===== config.mk =====
export PLATFORM = sky130hd
export DESIGN_NAME = etc_kloop_ctrl_flat
export DESIGN_NICKNAME = d
export VERILOG_FILES = /design/src/rtl/etc_kloop_ctrl_if.sv /design/src/rtl/etc_kloop_ctrl.sv /design/src/flat_wrapper.sv
export SDC_FILE = /design/constraint.sdc
export NUM_CORES = 1
export LEC_CHECK = 0
export ABC_AREA = 0
export CAP_MARGIN = 30
export CELL_PAD_IN_SITES_DETAIL_PLACEMENT = 1
export CELL_PAD_IN_SITES_GLOBAL_PLACEMENT = 2
export CORE_AREA = 2 2 602 604
export CTS_CLUSTER_DIAMETER = 200
export CTS_CLUSTER_SIZE = 28
export DETAILED_ROUTE_END_ITERATION = 10
export DIE_AREA = 0 0 604 606
export GPL_TIMING_DRIVEN = 0
export PLACE_DENSITY_LB_ADDON = 0.08
export SLEW_MARGIN = 10
export SYNTH_ARGS = -nofsm -noshare
export SYNTH_HDL_FRONTEND = slang
export SYNTH_SLANG_ARGS = --single-unit

===== constraint.sdc =====
create_clock -name clk -period 28.5 [get_ports clk]
set_input_delay 8.55 -clock clk [delete_from_list [all_inputs] [get_ports clk]]
set_output_delay 8.55 -clock clk [all_outputs]
set_load 0.01 [all_outputs]

===== src/rtl/etc_kloop_ctrl_if.sv =====
// etc_kloop_ctrl_if: tile stream, etc operand/product and result handshake bundle
interface etc_kloop_ctrl_if #(
    parameter int W  = 16,
    parameter int CW = 8
);
    logic                   start;
    logic [CW-1:0]          ktiles;
    logic                   tile_valid;
    logic                   tile_ready;
    logic [3:0][3:0][W-1:0] tileA;
    logic [3:0][3:0][W-1:0] tileB;
    logic [3:0][3:0][W-1:0] etc_inA;
    logic [3:0][3:0][W-1:0] etc_inB;
    logic [3:0][3:0][W-1:0] etc_out;
    logic                   res_valid;
    logic                   res_ready;
    logic [3:0][3:0][W-1:0] res;
    logic                   busy;

    modport master (
        input  start, ktiles, tile_valid, tileA, tileB, etc_out, res_ready,
        output tile_ready, etc_inA, etc_inB, res_valid, res, busy
    );

    modport slave (
        output start, ktiles, tile_valid, tileA, tileB, etc_out, res_ready,
        input  tile_ready, etc_inA, etc_inB, res_valid, res, busy
    );
endinterface


===== src/rtl/etc_kloop_ctrl.sv =====
// etc_kloop_ctrl: feeds K tile pairs through a 2-cycle etc core and accumulates C = sum(A_k*B_k)
module etc_kloop_ctrl #(
    parameter int W  = 16,
    parameter int CW = 8
) (
    input logic clk,
    input logic rst,
    etc_kloop_ctrl_if.master bus
);
    typedef enum logic [1:0] {IDLE, FEED, DRAIN, DONE} state_t;

    state_t                 state;
    logic [CW-1:0]          kreg;
    logic [CW-1:0]          issued;
    logic [CW-1:0]          retired;
    logic [CW-1:0]          retiredNext;
    logic [1:0]             vpipe;
    logic [3:0][3:0][W-1:0] acc;
    logic [3:0][3:0][W-1:0] accSum;
    logic                   tileReady;
    logic                   resValid;
    logic                   busyReg;
    logic                   issue;

    assign issue         = bus.tile_valid & tileReady;
    assign bus.tile_ready = tileReady;
    assign bus.res_valid  = resValid;
    assign bus.busy       = busyReg;
    assign bus.res        = acc;
    assign bus.etc_inA    = issue ? bus.tileA : '0;
    assign bus.etc_inB    = issue ? bus.tileB : '0;
    // counting the retire happening this cycle lets DONE follow the last product immediately
    assign retiredNext    = retired + CW'(vpipe[1]);

    // element-wise wrapping sum of the accumulator and the current etc product
    always_comb begin
        accSum = '0;
        for (int i = 0; i < 4; i++)
            for (int j = 0; j < 4; j++)
                accSum[i][j] = acc[i][j] + bus.etc_out[i][j];
    end

    // sequencer: in-flight tracking, accumulation and state/handshake registers
    always_ff @(posedge clk or posedge rst) begin
        if (rst) begin
            state     <= IDLE;
            tileReady <= 1'b0;
            resValid  <= 1'b0;
            busyReg   <= 1'b0;
            kreg      <= '0;
            issued    <= '0;
            retired   <= '0;
            vpipe     <= '0;
            acc       <= '0;
        end else begin
            vpipe <= {vpipe[0], issue};
            if (vpipe[1]) begin
                acc     <= accSum;
                retired <= retiredNext;
            end
            case (state)
                IDLE: if (bus.start) begin
                    kreg      <= bus.ktiles;
                    acc       <= '0;
                    issued    <= '0;
                    retired   <= '0;
                    vpipe     <= '0;
                    busyReg   <= 1'b1;
                    tileReady <= bus.ktiles != '0;
                    resValid  <= bus.ktiles == '0;
                    state     <= (bus.ktiles == '0) ? DONE : FEED;
                end
                FEED: if (issue) begin
                    issued <= issued + CW'(1);
                    if (issued + CW'(1) == kreg) begin
                        tileReady <= 1'b0;
                        state     <= DRAIN;
                    end
                end
                DRAIN: if (retiredNext == kreg) begin
                    resValid <= 1'b1;
                    state    <= DONE;
                end
                DONE: if (bus.res_ready) begin
                    resValid <= 1'b0;
                    busyReg  <= 1'b0;
                    state    <= IDLE;
                end
                default: state <= IDLE;
            endcase
        end
    end
endmodule

===== src/flat_wrapper.sv =====
// flat-port wrapper written by rule: the top's interface ports become plain ports
module etc_kloop_ctrl_flat 
#(
    parameter int W  = 16,
    parameter int CW = 8
)
  (clk, rst, bus_start, bus_ktiles, bus_tile_valid, bus_tileA, bus_tileB, bus_etc_out, bus_res_ready, bus_tile_ready, bus_etc_inA, bus_etc_inB, bus_res_valid, bus_res, bus_busy);
  etc_kloop_ctrl_if #(.W(W), .CW(CW)) bus_i ();
  input logic clk;
  input logic rst;
  input wire logic [$bits(bus_i.start)-1:0] bus_start;
  input wire logic [$bits(bus_i.ktiles)-1:0] bus_ktiles;
  input wire logic [$bits(bus_i.tile_valid)-1:0] bus_tile_valid;
  input wire logic [$bits(bus_i.tileA)-1:0] bus_tileA;
  input wire logic [$bits(bus_i.tileB)-1:0] bus_tileB;
  input wire logic [$bits(bus_i.etc_out)-1:0] bus_etc_out;
  input wire logic [$bits(bus_i.res_ready)-1:0] bus_res_ready;
  output wire logic [$bits(bus_i.tile_ready)-1:0] bus_tile_ready;
  output wire logic [$bits(bus_i.etc_inA)-1:0] bus_etc_inA;
  output wire logic [$bits(bus_i.etc_inB)-1:0] bus_etc_inB;
  output wire logic [$bits(bus_i.res_valid)-1:0] bus_res_valid;
  output wire logic [$bits(bus_i.res)-1:0] bus_res;
  output wire logic [$bits(bus_i.busy)-1:0] bus_busy;
  assign bus_i.start = bus_start;
  assign bus_i.ktiles = bus_ktiles;
  assign bus_i.tile_valid = bus_tile_valid;
  assign bus_i.tileA = bus_tileA;
  assign bus_i.tileB = bus_tileB;
  assign bus_i.etc_out = bus_etc_out;
  assign bus_i.res_ready = bus_res_ready;
  assign bus_tile_ready = bus_i.tile_ready;
  assign bus_etc_inA = bus_i.etc_inA;
  assign bus_etc_inB = bus_i.etc_inB;
  assign bus_res_valid = bus_i.res_valid;
  assign bus_res = bus_i.res;
  assign bus_busy = bus_i.busy;
  etc_kloop_ctrl #(.W(W), .CW(CW)) u_core (.clk(clk), .rst(rst), .bus(bus_i));
endmodule

# Yosys cells after proc, flatten, opt, wreduce, memory -nomap -nowiden
# Index checks and enable logic that the tools add are counted.
# word_totals
reg_bits	287
out_inout_bits	771
wordCells	95
inputBits	781
# classes
bitwise	1
muxes	30
reduce_logical	12
eq_ne	10
add_sub_neg	18
# op_table
cell	count
$mux 256	5
$add 16x16->16	16
$mux 8	5
$eq 8x8->1	2
$mux 2	8
$pmux 8 s2	1
$add 8x1->8	1
$add 8x1->8 const B	1
$logic_not 8->1	1
$pmux 2 s4	1
$reduce_and 4->1	2
$reduce_bool 8->1	1
$mux 1	7
$ne 2x1->1 const B	3
$reduce_and 3->1	2
$reduce_and 5->1	1
$eq 2x2->1 const B	2
$ne 2x2->1 const B	2
$pmux 1 s2	2
$reduce_bool 2->1	2
$pmux 1 s3	1
$reduce_bool 3->1	1
$eq 2x1->1 const B	1
$logic_not 2->1	1
2 further kinds	2

# Logic depth before layout (Yosys ltp)
# logic_depth
word_depth	5
ltp_mapped	10

# Worst setup path before layout
# Ideal clock, no wire load.
# synth_path
path_kind	input -> output
start	input port bus_tile_valid
end	output port bus_etc_inA[0]
arrival_ps	9483
path_buffers	3
path_stages	4
setup_slack_ps	10467
path_cell_list	clkbuf_1 clkbuf_1 clkbuf_1 and3_1
# synth_between
elab_chain_len	2
# synth_rtl
element	line	text
start: declaration	flat_wrapper.sv:13	input wire logic [$bits(bus_i.tile_valid)-1:0] bus_tile_valid;
$and 1x1->1	etc_kloop_ctrl.sv:25	assign issue = bus.tile_valid & tileReady;
$mux 256	etc_kloop_ctrl.sv:30	assign bus.etc_inA = issue ? bus.tileA : '0;
end: declaration	flat_wrapper.sv:19	output wire logic [$bits(bus_i.etc_inA)-1:0] bus_etc_inA;
# No other way between the ends.

# Worst setup path in the final report
# layout_path
start	input port bus_tile_valid
end	output port bus_etc_inB[197]
# layout_between
elab_chain_len	2
# layout_rtl
element	line	text
$and 1x1->1	etc_kloop_ctrl.sv:25	
$mux 256	etc_kloop_ctrl.sv:31	assign bus.etc_inB = issue ? bus.tileB : '0;
end: declaration	flat_wrapper.sv:20	output wire logic [$bits(bus_i.etc_inB)-1:0] bus_etc_inB;
# No other way between the ends.

==> impl_metrics.toml <==
[clocking]
cts_hold_buf = 0
clock_path_buffers = 3
cts-resized-gates = 0
htreeDepth = 1
clock_latency_ns = 0.65
clkSlewWorstSetupHoldPaths_ns = 0.16
cts_tree = "done"
post_cts_buffers = 0
clock-sinks = 287
cts_made_buffers = 16
cts_root_buf = "clkbuf_16"

[pwr]
p_per_area_nw_per_um2 = 78.6
vdd_ir_drop_max_v = 0.0000395
p_total_w = 0.00382
p_leak_nw = 20.4

[timing]
finalHoldViolCount = 0
rsz0062_at_grt = "no"
slew_viol_final = 0
fin_crit_ns = 20.03
tns_ns = 0
setup_violations = 0
fin_skew_ns = 0.0869
setup_ws_ns = 8.47
period_share_pct = 70.3
timing.slew.headroom_pct = 32.7
tightest_slew_ns = 1.01
fmax_mhz = 49.9

[setup_path]
critical-path-max-stage-delay_ns = 1.09
cpMaxStageDelayCell = "clkdlybuf4s50_1"
startpoint = "bus_tile_valid"
path_class = "in -> out"
r2r_start = "u_core.bus.res[16]$_DFF_PP0_"
cp.arrival_ns = 11.48
cp-start-kind = "primary input"
path_cells = "clkbuf_2, buf_12, clkbuf_2, clkbuf_2, buf_12, and3_1, clkdlybuf4s50_1"
critPathMaxFanout = 10
crit_top_cell = "clkbuf_2"
worstPathRequired_ns = 19.95
critPathCaptureType = "primary output"

[worst_hold_path]
hp-start = "u_core.vpipe[0]$_DFF_PP0_"
hp-class = "reg -> reg"

[die]
die_y_um = 606
start_util_pct = 7.11
fp.dieW_um = 604
core_um2 = 360000
core.rowCount = 221
ios = 1552
dieArea_um2 = 366000

[synthesis]
synth_top_area_cell = "dfrtp_1"
ys_seq_elements = 287
synth_nets = 4109
synthCells = 3065
synth.distinct_cells = 74
synth_most_common_cell = "and3_1"
synth_top_area_share_pct = 28.0
syn_area_um2 = 25600
synth_edf_count = 0
synth-async-reset-ratio_pct = 100
postSynthAreaPerCell_um2 = 8.36
yosysSeqAreaShare_pct = 28.0
synth_warnings = 0
synth_area_leaders = "dfrtp_1 (28%), and3_1 (13%), ha_1 (12%), mux2i_1 (5.2%), xnor2_1 (4.9%)"
synth_ff_type = "dfrtp_1"
synth_commonest_cells = "and3_1 (525), nor2_1 (316), dfrtp_1 (287), ha_1 (247), a21oi_1 (207)"

[placed_design]
place_ws_ns = 8.54
port_buffers = 1550
placed_area_um2 = 47800
finalWeightedCongestion = 0.903
place_hpwl_um = 295000

[final_layout]
area_delta_synth_final_pct = 89.7
drive_gt1_share_pct = 3.12
final_area_um2 = 48600
nets = 5713

[route]
drt_iter0_markers = 1588
wirelength_um = 331000
vias_per_cell = 3.32
vias = 31754
postRouteAntennaNets = 0
drcViolationCount = 0
dr.pass1.iters = 5
post_drt_wl_per_cell_um = 34.7

[grt]
grt_max_degree = 78
grt_pass1_vias = 32850
grt.total_usage_pct = 17.4
antenna_found_initial = 316
grt_pass1_wl_um = 407000
grt-ovfl-total = 0

[flow_run]
cap_viol_max_count = 0

[status]
status = "finished clean"
==> kinds of logic (layout without fill, tap and decap cells) <==
group	Yosys count	after routing	share of synthesized area [%]
XOR/XNOR	214	214	7.32
multiplexers	135	135	5.28
adder cells (fa/ha/maj)	263	263	13.3
other	0	92	0
AO/OA/AOI/OAI	705	705	17.5
buffers and inverters	235	1845	3.51
AND/OR/NAND/NOR	1226	1226	25.0
flip-flops	287	287	28.0
==> sequential cells by signal, indices dropped and copies added, names as in the netlist <==
register	count
u_core.bus.busy	1
u_core.bus.tile_ready	1
u_core.bus.res_valid	1
u_core.retired	8
u_core.vpipe	2
u_core.kreg	8
u_core.bus.res	256
u_core.issued	8
u_core.state	2
==> cells in the final DEF (no fill, tap or decap), drive strengths merged, types with 46 or more instances in the layout <==
cell type      instances
clkdlybuf4s50       1550
a21o                 100
ha                   247
xor2                  72
and3                 527
nand2                178
diode                 92
dfrtp                287
clkbuf               183
inv                   46
a211oi                56
xnor2                142
mux2i                133
o21ai                161
nor2                 316
a21oi                208
buf                   62
==> layer usage <==
layer,vias to the layer above,track usage [%],routed length [um]
li1,14408,-,-
met1,15449,21.7,142000
met2,1327,29.1,155000
met3,414,6.15,27700
met4,156,2.40,5820
met5,-,0,978
==> cell type report <==
type / instances / area, um2
repair buffers: 1586 / 16200
well taps: 4794 / 6000
diodes: 92 / 230
multi-input cells: 2543 / 17500
plain buffers: 191 / 774
flip-flops and latches: 287 / 7180
clock buffers: 18 / 439
inverters: 44 / 173
fillers: 42279 / 312000
clock inverters: 6 / 87.6
==> stage by stage <==
step	utilization, %	hold WS [ns]	cells
global route	13.4	0.524	9489
global placement	13.1	0.434	9409
CTS	13.4	0.482	9466
detailed placement	13.3	0.439	9442
floorplan	-	0.428	3065
finish	13.5	0.477	9561
==> worst paths after layout <==
kind | cells after the start | end | slack (ns)
max in group asynchronous | 4 | u_core.bus.res[102]$_DFF_PP0_ | 18.81
worst min register to register | 1 | u_core.vpipe[1]$_DFF_PP0_ | 0.48
worst max-delay path | 7 | bus_etc_inB[197] | 8.47
worst min-delay path | 1 | u_core.vpipe[1]$_DFF_PP0_ | 0.48
worst max register to register | 10 | u_core.bus.res[30]$_DFF_PP0_ | 24.80
min in group asynchronous | 2 | u_core.bus.res[208]$_DFF_PP0_ | 8.26
==> power breakdown <==
group / total [W] / switching [W] / internal [W]
logic: 0.00275 / 0.00161 / 0.00114
clock network: 0.000345 / 0.000227 / 0.000118
registers: 0.000721 / 0.000164 / 0.000557
==> critical path, delay by kind of cell <==
| family | cells | cell delay (ns) |
|---|---|---|
| buf+inv | 6 | 2.56 |
| simple gates | 1 | 0.20 |
Note: power is estimated with default switching activity, not from simulation.
